**config.mk**
```make
export PLATFORM = sky130hd
export DESIGN_NAME = layer1_out_stage
export DESIGN_NICKNAME = d
export VERILOG_FILES = /design/src/rtl/logicnets_io_pkg.sv /design/src/rtl/layer1_out_stage.sv
export SDC_FILE = /design/constraint.sdc
export NUM_CORES = 1
export LEC_CHECK = 0
export BUFFER_PORTS_ARGS = -buffer_cell sky130_fd_sc_hd__buf_2
export CORE_MARGIN = 3
export CORE_UTILIZATION = 52
export DETAILED_ROUTE_END_ITERATION = 7
export GPL_TIMING_DRIVEN = 0
export PLACE_DENSITY_LB_ADDON = 0.08
export SYNTH_ARGS = -nofsm -noshare
export SYNTH_HDL_FRONTEND = slang
export SYNTH_SLANG_ARGS = --single-unit
```
**constraint.sdc**
```tcl
create_clock -name clk -period 7.15 [get_ports clk]
set_input_delay 1.0725 -clock clk [delete_from_list [all_inputs] [get_ports clk]]
set_output_delay 1.0725 -clock clk [all_outputs]
set_load 0.01 [all_outputs]
```
**src/rtl/logicnets_io_pkg.sv**
```systemverilog
// Shared definitions for the LogicNets layer-boundary handshake stages.
// Holds the skid-buffer state encoding and default bus/counter widths.
// Imported by every layer boundary stage so the encoding stays consistent.
package logicnets_io_pkg;

  // Encoding doubles as the held-sample count (EMPTY=0, ONE=1, FULL=2).
  typedef enum logic [1:0] {
    ST_EMPTY = 2'd0,
    ST_ONE   = 2'd1,
    ST_FULL  = 2'd2
  } skid_state_t;

  localparam int LN_WIDTH = 64;
  localparam int LN_CNT_W = 16;

endpackage

```
**src/rtl/layer1_out_stage.sv**
```systemverilog
// Purpose : registered 2-entry skid buffer between layer-1 neuron LUTs and layer-2 fan-in.
// Latency : sample accepted at edge n is on out_data with out_valid=1 after edge n.
// Backpr. : absorbs one extra sample into skid after out_ready drops; in_ready is registered.
module layer1_out_stage
  import logicnets_io_pkg::*;
#(
  parameter int WIDTH = LN_WIDTH,
  parameter int CNT_W = LN_CNT_W
) (
  input  logic             clk,
  input  logic             rst_n,
  input  logic [WIDTH-1:0] in_data,
  input  logic             in_valid,
  output logic             in_ready,
  output logic [WIDTH-1:0] out_data,
  output logic             out_valid,
  input  logic             out_ready,
  input  logic             flush,
  output logic [1:0]       occupancy,
  output logic [CNT_W-1:0] sample_cnt
);

  skid_state_t      r_state;
  skid_state_t      w_state_nxt;
  logic [WIDTH-1:0] r_main;
  logic [WIDTH-1:0] r_skid;
  logic [CNT_W-1:0] r_cnt;

  logic w_accept;
  logic w_deliver;
  logic w_main_ld_in;
  logic w_main_ld_skid;
  logic w_skid_ld;

  // Handshake flags come from registered state only, so in_ready never depends on out_ready.
  assign in_ready   = (r_state != ST_FULL);
  assign out_valid  = (r_state != ST_EMPTY);
  assign out_data   = r_main;
  assign occupancy  = 2'(r_state);
  assign sample_cnt = r_cnt;

  assign w_accept  = in_valid && in_ready;
  assign w_deliver = out_valid && out_ready;

  // State register; held samples are lost on reset.
  always_ff @(posedge clk or negedge rst_n) begin
    if (!rst_n) begin
      r_state <= ST_EMPTY;
    end else begin
      r_state <= w_state_nxt;
    end
  end

  // Next state and data-register load enables; flush overrides everything except the count.
  always_comb begin
    w_state_nxt    = r_state;
    w_main_ld_in   = 1'b0;
    w_main_ld_skid = 1'b0;
    w_skid_ld      = 1'b0;
    if (flush) begin
      w_state_nxt = ST_EMPTY;
    end else begin
      case (r_state)
        ST_EMPTY: begin
          if (w_accept) begin
            w_state_nxt  = ST_ONE;
            w_main_ld_in = 1'b1;
          end
        end
        ST_ONE: begin
          if (w_accept && !w_deliver) begin
            w_state_nxt = ST_FULL;
            w_skid_ld   = 1'b1;
          end else if (!w_accept && w_deliver) begin
            w_state_nxt = ST_EMPTY;
          end else if (w_accept && w_deliver) begin
            w_main_ld_in = 1'b1;
          end
        end
        ST_FULL: begin
          if (w_deliver) begin
            w_state_nxt    = ST_ONE;
            w_main_ld_skid = 1'b1;
          end
        end
        default: begin
          w_state_nxt = ST_EMPTY;
        end
      endcase
    end
  end

  // Data registers are not reset; their contents only matter while marked valid.
  always_ff @(posedge clk) begin
    if (w_main_ld_in) begin
      r_main <= in_data;
    end else if (w_main_ld_skid) begin
      r_main <= r_skid;
    end
    if (w_skid_ld) begin
      r_skid <= in_data;
    end
  end

  // Delivered-sample counter; a deliver in a flush cycle still completed, so it counts.
  always_ff @(posedge clk or negedge rst_n) begin
    if (!rst_n) begin
      r_cnt <= '0;
    end else if (w_deliver) begin
      r_cnt <= r_cnt + 1'b1;
    end
  end

endmodule

```
# ---- After elaboration in Yosys (flattened, before gate mapping)
# Index checks and enable logic that the tools add are counted.
dict set report word_totals {
  regBits 146
  input_bits 69
  out_inout_bits 84
  word_cells 42
}
dict set report op_classes {
  n_addsub 1
  eq_ne 6
  muxes 20
  n_reduce_logical 11
}
# op count
set ops {}
lappend ops {{$mux W64} 2}
lappend ops {{$add A16 B1 Y16 const B} 1}
lappend ops {{$mux W1} 11}
lappend ops {{$mux W2} 5}
lappend ops {{$ne A3 B3 Y1 const B} 2}
lappend ops {{$pmux W2 S3} 1}
lappend ops {{$logic_and A1 B1 Y1} 5}
lappend ops {{$ne A4 B4 Y1 const B} 1}
lappend ops {{$reduce_bool A2 Y1} 2}
lappend ops {{$reduce_and A3 Y1} 1}
lappend ops {{$eq A2 B1 Y1 const B} 1}
lappend ops {{$eq A2 B2 Y1 const B} 1}
lappend ops {{$logic_not A1 Y1} 2}
lappend ops {{$logic_not A2 Y1} 1}
lappend ops {{$ne A2 B2 Y1 const B} 1}
lappend ops {{$pmux W1 S2} 1}

# ---- Depth between registers and ports, before layout
dict set report depth {
  word_depth 9
  depth_mapped 5
  depth_no_buf 4
}

# ---- Worst setup path before layout
# No wires, ideal clock.
dict set report synth_path {
  path_type {input to register}
  from {input out_ready}
  to {register r_skid[0] (enable)}
  setup_ns 0.565
  arrival_ns 5.735
  slack_ns 0.850
  cell_stages 2
  n_path_buf 0
  cell_sequence {nand2b_2 nor3_1}
}
dict set report synth_via {
  elab_chain_len 6
}
# item line
set synth_rtl {}
lappend synth_rtl {{start, declared} layer1_out_stage.sv:17} ;# input logic out_ready,
lappend synth_rtl {{$logic_and A1 B1 Y1} layer1_out_stage.sv:43} ;# assign w_deliver = out_valid && out_ready;
lappend synth_rtl {{$logic_not A1 Y1} layer1_out_stage.sv:71} ;# if (w_accept && !w_deliver) begin
lappend synth_rtl {{$logic_and A1 B1 Y1} layer1_out_stage.sv:71}
lappend synth_rtl {{$mux W1} layer1_out_stage.sv:71}
lappend synth_rtl {{$mux W1} layer1_out_stage.sv:63} ;# case (r_state)
lappend synth_rtl {{$mux W1} layer1_out_stage.sv:60} ;# if (flush) begin
lappend synth_rtl {{net w_skid_ld} layer1_out_stage.sv:33} ;# logic w_skid_ld;
lappend synth_rtl {{end signal, assigned} layer1_out_stage.sv:101} ;# r_skid <= in_data;
lappend synth_rtl {{end, declared} layer1_out_stage.sv:26} ;# logic [WIDTH-1:0] r_skid;
# The timed path passes the listed nets, and every way through them passes these cells.
# A chain may end at the register's enable or synchronous reset.

# ---- Worst setup path after layout
dict set report layout_path {
  from {register r_state[0] (netlist: occupancy[0])}
  to {output out_valid}
}
dict set report layout_via {
  elab_chain_len 1
}
# item line
set layout_rtl {}
lappend layout_rtl {{start, declared} layer1_out_stage.sv:23} ;# skid_state_t r_state;
lappend layout_rtl {{start signal, assigned} layer1_out_stage.sv:50} ;# r_state <= w_state_nxt;
lappend layout_rtl {{$reduce_bool A2 Y1} layer1_out_stage.sv:37} ;# assign out_valid = (r_state != ST_EMPTY);
lappend layout_rtl {{end, declared} layer1_out_stage.sv:16} ;# output logic out_valid,
# Every way passes these cells.

==> impl.org <==
** Finish
- Compared with the post-synthesis result, the final layout area differs by 28.1%.
- Non-Filler Cell Area, Final :: 7440 µm²
- Fraction of layout instances using a drive strength above 1 :: 57.6%
- Cells fill 70.2% of the core in the end.
- Register area :: 4290 µm²
- After filler insertion, the fill cell instance count of the layout stands at 707.
- Multi-input combinational cell area :: 1380 µm²
- At the end of the flow, the number of nets in the layout was 528.

** Pwr
- After layout, the design draws a total of 2.03 mW.
- In this run the power spent charging and discharging nets is 0.432 mW.
- Clock network fraction of total power :: 41.4%
- Combinational power share :: 9.2%
- Worst vdd rail ir drop :: 0.186 mV
- Total internal power :: 1.59 mW
- Of the total power, the share spent switching nets is 21.3%.
- Leak pwr :: 3.14 nW
- Sequential cells account for 49.3% of the total power.
- In this run the power density over the cells is 272 nW/µm².

** Hold path
- The tightest min-delay check is of the in -> async type.

** GRT
- For this run the aggregate overflow at the end of global routing stands at 0.
- Entering global routing, the biggest net connects 27 pins.
- Overall fraction of global-route tracks in use :: 17.5%
- The number of global-route vias before repair came to 3232.
- The initial antenna violation count came to 1.
- Global-route wire length before repair :: 16700 µm

** Timing
- Max Clock Skew :: 5.80 ps
- For the pin with the worst max-slew slack, the measured transition is 794 ps.
- The worst path uses 35.2% of the clock period.
- RSZ-0062 raised after global routing :: false
- For this run, the top clock speed supported by timing is 0.397 GHz.
- Clock period minus final worst setup slack :: 2520 ps
- Count of endpoints failing setup in the final report :: 0
- Final worst-path setup slack :: 4630 ps
- The hold violation total from the final report was 0.
- Total Neg Setup Slack :: 0 ps
- Worst max-slew margin expressed relative to the limit :: 47.0%
- Slew Viols, Final :: 0

** Setup path
- STA classifies the critical path startpoint as a flop.
- Across all register-to-register paths, the minimum setup slack is 5050 ps.
- Arrival time at the worst endpoint :: 1440 ps
- Along the worst path, the maximum fanout reaches 7.
- RR Startpoint :: occupancy[1]$_DFFE_PN0P_
- Reg2reg end :: out_data[16]$_DFFE_PP_
- Kind of end point of the critical path :: output port
- STA puts the critical path data required time at 6080 ps.
- Reg2Reg Depth :: 4
- Worst setup path class :: reg -> out

** Synthesis
- The cell area that synthesis handed to floorplanning was 5800 µm².
- Flop and latch count out of synthesis :: 146
- Async SR Flop Fraction :: 12.3%
- Of the post-synthesis cell area, the dominant cell type holds 66.2%.
- In the synthesized netlist the dominant register cell turns out to be sky130_fd_sc_hd__edfxtp_1.
- EDFF count, synth :: 128
- A synthesized cell averages 20.8 µm².
- Number of distinct standard cells referenced by the synthesized netlist :: 33
- Cells after Synth :: 279
- Share of synthesized area occupied by flip-flops and latches :: 74.0%
- By area the synthesized netlist is led by sky130_fd_sc_hd__edfxtp_1 (66%), sky130_fd_sc_hd__mux2_4 (16%), sky130_fd_sc_hd__dfrtp_1 (7.8%).
- Yosys instantiated no cell more often than sky130_fd_sc_hd__edfxtp_1.
- Area leader, netlist :: sky130_fd_sc_hd__edfxtp_1
- Synth top cells by count :: sky130_fd_sc_hd__edfxtp_1 (128), sky130_fd_sc_hd__mux2_4 (60), sky130_fd_sc_hd__dfrtp_1 (18), sky130_fd_sc_hd__xnor2_1 (13), sky130_fd_sc_hd__nand2_1 (9)
- Number of warnings reported in the yosys synthesis log :: 0
- When the netlist entered floorplanning its net count stood at 349.

** Die
- DIE AREA :: 12500 µm²
- For this configuration, the core starts out at a cell density of 54.8%.
- In this run the core area contains 37 standard-cell rows.
- Core box area :: 10600 µm²
- In this run the count of I/O pins placed on the die edge is 153.
- Die outline width :: 112 µm
- Height of the die :: 112 µm

** Clock tree
- The H-tree was split into 4 levels.
- Total clock sinks :: 146
- Clock-pin slew was measured on the worst setup and hold paths at 60 ps.
- Clock Path Buffers :: 2
- Quantity of gates resized following cts :: 0
- Buffers inserted during clock tree synthesis total 17.
- Number of buffers added to fix hold violations after cts :: 0
- Clock latency on the worst-skew pair :: 510 ps
- CTS placed an instance of sky130_fd_sc_hd__clkbuf_8 at the clock tree root.
- The number of setup buffers added after CTS is 0.
- CTS tree :: yes

** Route
- In the final routed layout, each cell accounts on average for 17.1 µm.
- The first TritonRoute pass finished after 4 iterations.
- After detailed routing, the total wire length is 10400 µm.
- Post-route ant nets :: 0
- Vias :: 3008
- Initial DRC count :: 163
- After detailed routing, the number of vias per cell comes to 4.96.
- DRC errors left :: 0

** Placed design
- Before CTS, the worst setup slack after placement is 4230 ps.
- Total of buffers placed on input and output ports :: 152
- Routability-driven placement finished with a final weighted congestion of 0.747.
- Standard cell area after detailed placement :: 6870 µm²
- Final HPWL DP :: 7510 µm

** Run
- Across the run, the number of max-cap violations was 0.

** Outcome
- Status :: complete, no violations
[kinds of logic (layout without fill, tap and decap cells)]
logic type | count (synthesis) | count (layout) | share of synthesized area, %
DFF | 146 | 146 | 74.0
muxes | 65 | 65 | 16.5
and+or+nand+nor | 35 | 35 | 3.82
xor gates and xnor gates | 15 | 15 | 2.26
buffers and inverters | 11 | 201 | 2.48
AOI/OAI and AO/OA | 6 | 6 | 0.754
adders and majority gates | 1 | 1 | 0.216
other | 0 | 1 | 0
[state kept, by name (all words and copies together), names as in the netlist]
signal,count
r_skid,64
out_data,64
occupancy,2
sample_cnt,16
[per-layer routing]
layer | share of wire [%] | track usage [%] | wire length [µm] | up-vias
met3 | 7.8 | 6.90 | 803 | 13
met5 | 0 | 0 | 0 | -
met4 | 1.2 | 7.30 | 123 | 0
met1 | 41 | 21.1 | 4280 | 1451
li1 | - | - | - | 1435
met2 | 50 | 28.2 | 5140 | 109
[power by group through the flow]
stage          Clock (mW)  Combinational, mW  Sequential [mW]
6_report            0.839              0.187             1.00
4_1_cts             0.856              0.191             1.00
2_1_floorplan           0             0.0862             1.04
5_1_grt             0.900              0.205             1.00
3_3_place_gp            0              0.176             1.02
3_5_place_dp            0              0.191             1.02
[layout by cell type, fill, tap and decap left out, types with 2 or more instances in the layout]
cell type and count:
sky130_fd_sc_hd__buf_2 153, sky130_fd_sc_hd__edfxtp_1 128, sky130_fd_sc_hd__mux2_4 60, sky130_fd_sc_hd__dfrtp_1 18, sky130_fd_sc_hd__clkbuf_16 16, sky130_fd_sc_hd__xnor2_1 13
sky130_fd_sc_hd__nand2_1 9, sky130_fd_sc_hd__nand3_1 8, sky130_fd_sc_hd__buf_12 7, sky130_fd_sc_hd__mux2_2 5, sky130_fd_sc_hd__clkinvlp_4 4, sky130_fd_sc_hd__buf_6 4
sky130_fd_sc_hd__inv_1 3, sky130_fd_sc_hd__clkinv_2 3, sky130_fd_sc_hd__bufinv_16 3, sky130_fd_sc_hd__nor2_1 2, sky130_fd_sc_hd__and3_1 2, sky130_fd_sc_hd__and2_1 2
sky130_fd_sc_hd__nand4_1 2, sky130_fd_sc_hd__xor2_1 2, sky130_fd_sc_hd__clkinv_1 2, sky130_fd_sc_hd__buf_8 2
[critical path: stages, from the launching register on]
cell and delay [ps]:
sky130_fd_sc_hd__dfrtp_1 460, sky130_fd_sc_hd__or2_2 330, sky130_fd_sc_hd__buf_2 140
[layout make-up]
cell class,instances,area share (%)
timing repair buffer,160,11.9
tap,136,2.29
inverter,3,0.151
multi-input combinational,122,18.6
clock inverter,12,1.92
antenna,1,0.0336
buffer,8,1.78
sequential,146,57.7
clock buffer,18,5.62
[metrics by stage]
step / instances / hold WS (ps)
floorplan: 279 / 508
global placement: 567 / 474
detailed placement: 575 / 481
CTS: 605 / 473
global route: 606 / 482
finish: 606 / 483
[worst max path at each step]
stage	startpoint	endpoint	slack, ps	cells past startpoint
2_1_floorplan	out_ready	r_skid[0]$_DFFE_PP_	850	2
3_3_place_gp	out_ready	r_skid[48]$_DFFE_PP_	-1500	3
3_5_place_dp	out_ready	r_skid[48]$_DFFE_PP_	4230	6
4_1_cts	occupancy[0]$_DFFE_PN0P_	out_valid	4610	2
5_1_grt	occupancy[0]$_DFFE_PN0P_	out_valid	4540	2
6_report	occupancy[0]$_DFFE_PN0P_	out_valid	4630	2
Power figures use the tool's default switching activity.
